File: config.mk
export PLATFORM = sky130hd
export DESIGN_NAME = mem_access_unit
export DESIGN_NICKNAME = d
export VERILOG_FILES = /design/src/rtl/mem_access_unit.sv
export SDC_FILE = /design/constraint.sdc
export NUM_CORES = 1
export LEC_CHECK = 0
export BUFFER_PORTS_ARGS = -buffer_cell sky130_fd_sc_hd__buf_2
export CORE_ASPECT_RATIO = 1.25
export CORE_UTILIZATION = 35
export CTS_CLUSTER_DIAMETER = 200
export CTS_CLUSTER_SIZE = 24
export DETAILED_ROUTE_END_ITERATION = 10
export GPL_ROUTABILITY_DRIVEN = 0
export GPL_TIMING_DRIVEN = 0
export HOLD_SLACK_MARGIN = 0.03
export PLACE_DENSITY = 0.67
export SETUP_SLACK_MARGIN = 0.05
export SLEW_MARGIN = 40
export SYNTH_ARGS = -nofsm -noshare
export SYNTH_HDL_FRONTEND = slang
export SYNTH_SLANG_ARGS = --single-unit
File: constraint.sdc
create_clock -name clk -period 6.7 [get_ports clk]
set_input_delay 1.005 -clock clk [delete_from_list [all_inputs] [get_ports clk]]
set_output_delay 1.005 -clock clk [all_outputs]
set_load 0.01 [all_outputs]
File: src/rtl/mem_access_unit.sv
// MEM-stage load/store unit: aligns stores onto byte lanes, extends loads, flags
// address errors and sequences one request/response transaction on an SRAM-like bus.
module mem_access_unit #(
    parameter int DATA_W = 32,
    parameter int ADDR_W = 32
) (
    input  logic                clk,
    input  logic                rst,
    input  logic                mem_valid,
    input  logic                mem_write,
    input  logic [2:0]          mem_type,
    input  logic [ADDR_W-1:0]   mem_addr,
    input  logic [DATA_W-1:0]   store_data,
    input  logic [2:0]          exception_in,
    input  logic [31:0]         pc_in,
    input  logic                flush,
    output logic                stall,
    output logic                load_valid,
    output logic [DATA_W-1:0]   load_data,
    output logic [1:0]          exc_code,
    output logic [ADDR_W-1:0]   bad_vaddr,
    output logic                bus_req,
    output logic                bus_wr,
    output logic [1:0]          bus_size,
    output logic [ADDR_W-1:0]   bus_addr,
    output logic [DATA_W/8-1:0] bus_wstrb,
    output logic [DATA_W-1:0]   bus_wdata,
    input  logic                bus_addr_ok,
    input  logic                bus_data_ok,
    input  logic [DATA_W-1:0]   bus_rdata
);
    localparam int NB = DATA_W / 8;
    localparam int OB = $clog2(NB);

    typedef enum logic [1:0] {S_IDLE, S_ADDR, S_DATA} state_e;

    state_e              state_q, state_d;
    logic [2:0]          type_q, type_d;
    logic                write_q, write_d;
    logic [OB-1:0]       off_q, off_d;
    logic                discard_q, discard_d;
    logic [ADDR_W-1:0]   addr_q, addr_d;
    logic [NB-1:0]       strb_q, strb_d;
    logic [DATA_W-1:0]   wdata_q, wdata_d;

    logic                suppressed, aligned;
    logic [OB-1:0]       req_off;
    logic [NB-1:0]       size_mask, req_strb;
    logic [DATA_W-1:0]   lane_data, req_wdata;
    logic [DATA_W-1:0]   rd_shifted, ld_ext;
    logic                ld_sign;
    int                  ld_bits;
    logic                unused_pc;

    // Only the PC's word-alignment bits matter here.
    assign unused_pc  = ^pc_in[31:2];
    assign suppressed = (exception_in != 3'b000) || (pc_in[1:0] != 2'b00);

    // NOTE: every combinational output gets a default first so no path can infer a latch.
    always_comb begin
        req_off   = mem_addr[OB-1:0];
        size_mask = '0;
        for (int i = 0; i < NB; i++) begin
            if (i < (1 << mem_type[1:0])) size_mask[i] = 1'b1;
        end
        lane_data = '0;
        for (int i = 0; i < NB; i++) begin
            lane_data[8*i +: 8] = size_mask[i] ? store_data[8*i +: 8] : 8'h00;
        end
        req_strb  = size_mask << req_off;
        req_wdata = lane_data << {req_off, 3'b000};
        case (mem_type[1:0])
            2'b00:   aligned = 1'b1;
            2'b01:   aligned = (mem_addr[0] == 1'b0);
            2'b10:   aligned = (mem_addr[1:0] == 2'b00);
            default: aligned = (DATA_W == 64) && (mem_addr[2:0] == 3'b000);
        endcase
    end

    // Load extraction works from the captured offset/size, not the live MEM-stage inputs.
    always_comb begin
        rd_shifted = bus_rdata >> {off_q, 3'b000};
        ld_bits    = 8 << type_q[1:0];
        if (ld_bits > DATA_W) ld_bits = DATA_W;
        ld_sign = 1'b0;
        for (int i = 0; i < DATA_W; i++) begin
            if (i == ld_bits - 1) ld_sign = rd_shifted[i];
        end
        for (int i = 0; i < DATA_W; i++) begin
            ld_ext[i] = (i < ld_bits) ? rd_shifted[i] : (ld_sign & ~type_q[2]);
        end
    end

    always_comb begin
        state_d    = state_q;
        type_d     = type_q;
        write_d    = write_q;
        off_d      = off_q;
        discard_d  = discard_q;
        addr_d     = addr_q;
        strb_d     = strb_q;
        wdata_d    = wdata_q;
        stall      = 1'b0;
        load_valid = 1'b0;
        load_data  = '0;
        exc_code   = 2'b00;
        bad_vaddr  = '0;
        case (state_q)
            S_IDLE: begin
                discard_d = 1'b0;
                if (mem_valid && !suppressed && !flush) begin
                    if (aligned) begin
                        stall   = 1'b1;
                        state_d = S_ADDR;
                        type_d  = mem_type;
                        write_d = mem_write;
                        off_d   = req_off;
                        addr_d  = {mem_addr[ADDR_W-1:OB], {OB{1'b0}}};
                        strb_d  = mem_write ? req_strb : '0;
                        wdata_d = mem_write ? req_wdata : '0;
                    end else begin
                        exc_code  = mem_write ? 2'b10 : 2'b01;
                        bad_vaddr = mem_addr;
                    end
                end
            end
            S_ADDR: begin
                stall = 1'b1;
                if (flush) discard_d = 1'b1;
                if (bus_addr_ok) state_d = S_DATA;
            end
            S_DATA: begin
                if (flush) discard_d = 1'b1;
                if (bus_data_ok) begin
                    // A flushed transaction still completes on the bus; only its result is dropped.
                    if (!write_q && !discard_q && !flush) begin
                        load_valid = 1'b1;
                        load_data  = ld_ext;
                    end
                    state_d   = S_IDLE;
                    discard_d = 1'b0;
                    type_d    = '0;
                    write_d   = 1'b0;
                    off_d     = '0;
                    addr_d    = '0;
                    strb_d    = '0;
                    wdata_d   = '0;
                end else begin
                    stall = 1'b1;
                end
            end
            default: state_d = S_IDLE;
        endcase
    end

    // NOTE: sequential state uses non-blocking assignments so all flops update together.
    always_ff @(posedge clk or negedge rst) begin
        if (!rst) begin
            state_q   <= S_IDLE;
            type_q    <= '0;
            write_q   <= 1'b0;
            off_q     <= '0;
            discard_q <= 1'b0;
            addr_q    <= '0;
            strb_q    <= '0;
            wdata_q   <= '0;
        end else begin
            state_q   <= state_d;
            type_q    <= type_d;
            write_q   <= write_d;
            off_q     <= off_d;
            discard_q <= discard_d;
            addr_q    <= addr_d;
            strb_q    <= strb_d;
            wdata_q   <= wdata_d;
        end
    end

    assign bus_req   = (state_q == S_ADDR);
    assign bus_wr    = write_q;
    assign bus_size  = type_q[1:0];
    assign bus_addr  = addr_q;
    assign bus_wstrb = strb_q;
    assign bus_wdata = wdata_q;

endmodule

==> key figures, run 1 <==
Run status
  • Status: completed

Clock network
  • CTS Buf Count: 9
  • Skew-Pair Late Insertion Delay: around 320 ps
  • CTS tree: done
  • Sink Count: 75
  • CTS resizes: 0
  • CTS root buf: clkbuf_16
  • H-tree depth: 3
  • Setup Fix Bufs, Post-CTS: 0
  • Clock Path Buffers: 2
  • CTS hold repair buffers: 0
  • Reg clk slew, reported paths: 60 ps

Worst setup path
  • Largest stage delay on the critical path: around 480 ps
  • R2r setup slk: 4630 ps
  • CP delay by family, top: simple AND/OR/NAND/NOR gates
  • Worst Path Max Fanout: 10
  • Critical Path AT: ~3800 ps
  • Cells on worst reg2reg path: 7
  • WP buf/inv: 4
  • CP required: 5690 ps
  • Worst r2r dst: bus_wdata[19]$_DFFE_PN0P_
  • Reg-to-Reg Start: state_q[0]$_DFFE_PN0P_
  • Crit Path Class: flip-flop to primary output
  • CP Cell Sequence: nor2_1, clkinv_1, ha_1, ha_1, inv_1, ha_1, nor4b_1, and4_1, nor3_1, a31oi_2, buf_2, a21oi_1, buf_2
  • Cell mode on critical path: ha_1
  • Slowest CP cell: dfrtp_1
  • Critical Path Source Type: flip-flop
  • Worst setup EP type: primary output

Logic synthesis
  • Ys flop type: dfrtp_1
  • Count leader, synth: dfrtp_1
  • Top cell type's share of synthesized area: approximately two fifths
  • Synth area leader: dfrtp_1
  • Synth top area cells: dfrtp_1 (41%), a22o_1 (12%), mux2i_1 (5.0%)
  • Asr flop ratio synth: 100%
  • Post-synth EDFFs: 0
  • Mapped Cells: ~480
  • Yosys reg bits: 75
  • Synthesized area: about 0.0046 mm²
  • Mean cell area of the mapped netlist: about 9.5 µm²
  • Synth cell count leaders: dfrtp_1 (75), a22o_1 (61), nand2_1 (51)
  • Syn. warnings: 0
  • Sequential share of the synthesized area: around two fifths
  • Post-synthesis cell type count: 54

GRT
  • Met3 Resource Use GR: between 5 and 6%
  • Met1 Track Usage GR: ~27%
  • Total track usage: about a quarter
  • First-pass GRT wire length: between 20000 and 30000 µm
  • Largest net degree at the start of global routing: 54
  • Top Usage Layer GRT: met2
  • Initial antenna violation count: 1
  • Vias in the first global route: around 5000
  • Met2 Track Usage GR: between 40 and 50%
  • GRT overflow: 0

Timing
  • Min Hold Slack: roughly 490 ps
  • Setup TNS: 0 ps
  • Final setup margin: between 1500 and 2000 ps
  • Period utilization: between 70 and 80%
  • Clk_skew: 5.48 ps
  • Fin. Hold Viols: 0
  • Fin crit period: 4840 ps
  • RSZ-0062 raised after global routing: false
  • Worst-Margin Slew: around 640 ps
  • Setup violations, final: 0
  • Relative slew slack: 57.1%
  • Pins over their slew limit: 0
  • Upper clock frequency limit: between 200 and 250 MHz

Die
  • Row Count: 46
  • IO Pins: between 200 and 300
  • Initial core utilization: 36.0%
  • Die height: 130 µm
  • DIE WIDTH: between 100 and 150 µm
  • Die ar.: approximately 0.014 mm²
  • Core area: ~0.013 mm²

Final layout
  • Synthesis-to-layout area growth: 40.0%
  • Post-route cell area: 0.00641 mm²
  • Nets: about 900
  • Share of layout cells above drive strength 1: 40.5%

Drt
  • Antenna Nets Post-Route: 0
  • DRT Pass-1 Iters: 4
  • Vias per inst: 5.45
  • Iter 0 DRT Violations: about 330
  • Wire per inst: 18.5 µm
  • Final wirelength: around 17000 µm
  • DR vias: ~5000
  • Remaining DRCs: 0

Place
  • DP Area: approximately 0.0061 mm²
  • PortBufs: 247
  • Hpwl dp: 13400 µm
  • Pre-CTS setup slack: approximately 2300 ps

Min path
  • Worst hold path depth: 1
  • Worst hold start: bus_wstrb[0]$_DFFE_PN0P_
  • Type of the most critical hold path: flip-flop to flip-flop
  • Hold path endpoint: bus_wstrb[0]$_DFFE_PN0P_

Power and ir drop
  • P_int: around 0.00093 W
  • Combinational cell fraction of total power: between 20% and 30%
  • Max VDD drop: 112 µV
  • Seq pwr share: a little over a third
  • Switching Fraction: 30.5%
  • Pwr/cell area: around 210 mW/mm²
  • Sw power: 0.000410 W
  • Design Power: 0.00134 W
  • Clock network power share: 40.9%
  • Static Leak: ~3.4 nW

Flow run
  • Max cap viols: 0
==> final cells by class <==
class                           count  area (µm²)
Antenna cell                        1        2.50
Buffer                             39         194
Clock buffer                       11         233
Clock inverter                      4        98.8
Fill cell                        1223        6310
Inverter                           12        45.0
Multi-Input combinational cell    361        2480
Sequential cell                    75        1880
Tap cell                          168         210
Timing Repair Buffer              248        1270
==> flip-flops by register name, summed over array words and instances, names as in the netlist <==
name and count:
bus_wdata 32, bus_addr 30, type_q 3, state_q 2
discard_q 1, bus_wstrb 4, off_q 2, bus_wr 1
==> power by group through the flow <==
stage / combinational [W] / clock, W / sequential, W
after floorplan: 0.000177 / 0 / 0.000481
after global placement: 0.000309 / 0 / 0.000479
after detailed placement: 0.000320 / 0 / 0.000479
after CTS: 0.000320 / 0.000558 / 0.000471
after global routing: 0.000348 / 0.000579 / 0.000472
final: 0.000322 / 0.000550 / 0.000472
==> metrics by stage <==
step | utilization [%] | cells
after global placement | 47.5 | 902
final | 50.4 | 919
after CTS | 50.4 | 918
after global routing | 50.4 | 918
after detailed placement | 47.7 | 903
after floorplan | - | 487
==> placed cells by master (no fill, tap or decap), drive strengths merged, types with 2 or more instances in the layout <==
cell	count
o21ai	35
a221oi	5
inv	12
nor2	27
nand3	3
a211oi	8
clkbuf	29
nand2b	4
ha	10
mux2i	23
dfrtp	75
a31oi	3
nor4b	3
a21oi	33
o21a	2
nand4	2
a22oi	3
or2	2
conb	5
bufinv	3
o31ai	3
mux2	9
a22o	61
nor3	9
nor3b	2
buf	269
and2	32
nand2	51
nor2b	3
o2bb2ai	10
==> cells by family after synthesis <==
family / synth area share (%)
AOI/OAI and AO/OA: 26.7
buffers and inverters: 5.22
DFF: 41.0
and+or+nand+nor: 16.8
adders and majority gates: 2.73
xor gates and xnor gates: 0.191
other: 0.164
muxes: 7.24
==> worst register-to-register path, cell delays in order (launching register included) <==
cell and delay, ps:
dfrtp_1 430, inv_1 110, ha_1 250, inv_1 120
a31o_2 250, o211ai_2 190, clkbuf_1 460, o2bb2ai_1 180
==> per-layer routing <==
layer	vias to the layer above	wire, µm
li1	2286	-
met1	2422	6640
met2	263	8700
met3	37	1210
met4	0	478
met5	-	0
==> worst max-delay path by stage <==
stage	startpoint	to	slack, ps	cells after the start
floorplan	type_q[1]$_DFFE_PN0P_	load_data[16]	2970	12
global placement	type_q[1]$_DFFE_PN0P_	load_data[30]	2390	13
detailed placement	type_q[1]$_DFFE_PN0P_	load_data[30]	2300	13
CTS	type_q[1]$_DFFE_PN0P_	load_data[30]	1920	13
global route	type_q[1]$_DFFE_PN0P_	load_data[30]	1680	13
finish	type_q[1]$_DFFE_PN0P_	load_data[30]	1860	13
No activity file was read; power rests on OpenSTA's default activity.
==> run 2, diff against run 1 <==
ABC_AREA = 1   (was default)
PLACE_DENSITY = 0.68   (was 0.67)
clock period = 4.3 ns   (was 6.7 ns; I/O delays follow)
==> run 2 against run 1 <==
Final cell count up 30%. Critical path type unchanged. Largest power group is now combinational cells. First-iteration DRC count up 14%. Worst setup slack worse by 1300 ps. Highest routed layer unchanged. Clock power up 61%.
==> key figures, run 2 <==
Clock network
  • CTS tree: done
  • Setup Fix Bufs, Post-CTS: 0 (unchanged)
  • CTS Buf Count: 9 (unchanged)
  • Reg clk slew, reported paths: 60 ps (about the same)
  • CTS root buf: clkbuf_16
  • Sink Count: 75 (unchanged)
  • H-tree depth: 3 (unchanged)
  • Skew-Pair Late Insertion Delay: 340 ps (+20 ps)
  • Clock Path Buffers: 2 (unchanged)

Logic synthesis
  • Yosys reg bits: 75 (unchanged)
  • Adder-cell share of the synthesized area: 2.43% (-0.30 points)
  • Synth cell count leaders: nand2_1 (263), dfrtp_1 (75), o21ai_0 (60)
  • Ys flop type: dfrtp_1
  • Top cell type's share of synthesized area: 36.5% (-4.5 points)
  • Post-synthesis mux area share: 1.17% (-6.1 points)
  • Mean cell area of the mapped netlist: 6.83 µm² (-28%)
  • Post-synth EDFFs: 0 (unchanged)
  • Synth area leader: dfrtp_1
  • Sequential share of the synthesized area: 36.5% (-4.5 points)
  • Post-Synth Simple-Gate Area: 35.7% (+19 points)
  • Synthesized area: 0.00515 mm² (+12%)
  • Synth top area cells: dfrtp_1 (36%), nand2_1 (19%), o21ai_0 (5.8%)
  • Syn. warnings: 0 (unchanged)
  • Post-synthesis cell type count: 34 (-37%)
  • Largest family of logic cells by synthesized area: simple AND/OR/NAND/NOR gates
  • Synth Area in Compound Gates: 14.4% (-12 points)
  • Mapped Cells: 754 (+56%)
  • Asr flop ratio synth: 100% (unchanged)
  • Count leader, synth: nand2_1
  • Synth Area in XOR/XNOR: 0.170% (-0.021 points)

Final layout
  • Nets: 1166 (+30%)
  • Highest-count cells in the layout ignoring fill and taps: nand2_1 (263), buf_2 (255), dfrtp_1 (75)
  • N_diodes: 0 (-1)
  • Max reg flops: 32 (unchanged)
  • Post-route cell area: 0.00700 mm² (+9.1%)
  • Synthesis-to-layout area growth: 36.0%
  • Area of the multi-input gates: 0.00279 mm² (+12%)
  • Commonest non-fill, non-tap cell in the layout: nand2_1
  • Fin util: 48.8% (-1.6 points)
  • FILL cells: 1529 (+25%)
  • FF+latch area: 0.00188 mm² (unchanged)
  • Share of layout cells above drive strength 1: 29.8% (-11 points)

Place
  • DP Area: 0.00665 mm² (+9.4%)
  • PortBufs: 246 (-0.40%)
  • Hpwl dp: 14600 µm (+8.5%)

GRT
  • Total track usage: 23.9% (-0.33 points)
  • First-pass GRT wire length: 28800 µm (+13%)
  • Vias in the first global route: 5677 (+17%)
  • Largest net degree at the start of global routing: 55 (+1.9%)
  • Initial antenna violation count: 0 (-1)
  • GRT overflow: 0 (unchanged)

Die
  • DIE WIDTH: 110 µm (+5.9%)
  • Die height: 138 µm (+5.9%)
  • Initial core utilization: 35.9% (-0.15 points)
  • Row Count: 49 (+6.5%)
  • IO Pins: 281 (unchanged)
  • Die ar.: 0.0152 mm² (+12%)
  • Core area: 0.0143 mm² (+13%)

Timing
  • Setup TNS: 0 ps (unchanged)
  • Upper clock frequency limit: roughly 270 MHz
  • Clk_skew: 11.6 ps (+6.14 ps)
  • Min Hold Slack: 152 ps (-336 ps)
  • Pins over their slew limit: 0 (unchanged)
  • Relative slew slack: 54.0% (-3.1 points)
  • Worst-Margin Slew: 688 ps (+45.7 ps)
  • Setup violations, final: 0 (unchanged)
  • Fin crit period: between 3000 and 4000 ps
  • Period utilization: 86.7%
  • Fin. Hold Viols: 0 (unchanged)
  • RSZ-0062 raised after global routing: false

Power and ir drop
  • Static Leak: 3.86 nW (+13%)
  • Pwr/cell area: 616 mW/mm² (+190%)
  • Design Power: 0.00431 W (+220%)
  • Max VDD drop: 283 µV (+150%)

Drt
  • Vias per inst: 5.04 (-7.5%)
  • Remaining DRCs: 0 (unchanged)
  • Iter 0 DRT Violations: 378 (+14%)
  • DR vias: 6042 (+21%)
  • DRT Pass-1 Iters: 7 (+3)
  • Antenna Nets Post-Route: 0 (unchanged)
  • Wire per inst: 15.5 µm (-17%)
  • Final wirelength: 18500 µm (+8.8%)

Worst setup path
  • Crit. Startpoint: type_q[1]$_DFFE_PN0P_
  • Worst setup EP type: primary output
  • CP Cell Sequence: clkbuf_2, clkinvlp_4, clkbuf_1, ha_1, inv_1, ha_1, nand2_1, nor2_1, nand2_1, nor2_1, nor2_1, nand2_2, nand2_2, buf_6, a21oi_1, buf_2
  • Crit Path Class: flip-flop to primary output
  • CP required: 3650 ps (-2040 ps)
  • Cell mode on critical path: nor2_1
  • Critical Path AT: 3080 ps (-750 ps)
  • Reg-to-Reg Start: state_q[0]$_DFFE_PN0P_
  • Slowest CP cell: dfrtp_1
  • Critical Path Source Type: flip-flop
  • Largest stage delay on the critical path: 380 ps (-100 ps)
  • Worst Path Max Fanout: 11 (+1)

Min path
  • Type of the most critical hold path: input port to asynchronous set/reset pin

Run status
  • Status: completed

Flow run
  • Max cap viols: 0 (unchanged)
run 2: cell types whose count changed in the layout (fill, tap and decap cells not counted), moves of 11 or more:
| cell | before | now |
|---|---|---|
| a21oi_1 | 33 | 51 |
| a22o_1 | 61 | 0 |
| and2_1 | 32 | 0 |
| clkbuf_1 | 20 | 32 |
| inv_1 | 11 | 33 |
| mux2i_1 | 23 | 6 |
| nand2_1 | 51 | 263 |
| nand3_1 | 3 | 57 |
| nand4_1 | 1 | 17 |
| nor3b_1 | 2 | 30 |
| o21ai_0 | 35 | 60 |
| o21ai_1 | 0 | 11 |
run 2: final cells by class:
type / instances / area share, %
inverter: 39 / 2.15
buffer: 64 / 4.94
timing repair buffer: 247 / 18.1
sequential: 75 / 26.8
clock buffer: 9 / 3.22
tap: 178 / 3.18
multi-input combinational: 579 / 39.9
clock inverter: 7 / 1.73
run 2: critical path: cells and delay by family (launching register included):
| kind | cells | cell delay [ps] |
|---|---|---|
| compound gates | 1 | 180 |
| fa+ha+maj | 2 | 440 |
| flops | 1 | 380 |
| buf+inv | 6 | 1210 |
| simple gates | 7 | 530 |
run 2: per-layer routing:
layer	GRT usage [%]	up-vias	share of wire, %
met5	0	-	0
met4	7.48	0	1.6
met3	4.40	23	6.2
met2	42.0	245	50
met1	29.8	2768	43
li1	-	3006	-
run 2: repair_timing:
item                                    CTS  global route
hold buffers                              0             0
gates resized for setup                   0             3
endpoints found under the setup margin    0            10
run 2: worst paths after layout:
path | endpoint | slack [ps] | cells past startpoint
min reg2reg | bus_addr[18]$_DFFE_PN0P_ | 470 | 2
max | load_data[13] | 570 | 16
max in group asynchronous | state_q[0]$_DFFE_PN0P_ | 3610 | 2
max reg2reg | bus_addr[25]$_DFFE_PN0P_ | 2150 | 10
min in group clk | bus_addr[18]$_DFFE_PN0P_ | 470 | 2
min | bus_wdata[30]$_DFFE_PN0P_ | 150 | 1
run 2: report_power, final:
group / internal [W] / switching, W / leakage [nW]
clock network: 0.000571 / 0.000314 / 0.170
registers: 0.000993 / 0.000176 / 0.978
logic: 0.000804 / 0.00145 / 2.71
run 2: logic make-up after synthesis:
logic type | Yosys count
compound gates | 139
xor+xnor | 1
flops | 75
buf+inv | 103
fa+ha+maj | 10
other cells | 2
mux | 6
simple gates | 418
run 2: metrics by stage:
step / worst slack [ps] / std cells
after detailed placement: 700 / 1182
after global routing: 256 / 1198
after CTS: 329 / 1198
after floorplan: 1310 / 757
final: 572 / 1198
after global placement: 690 / 1181
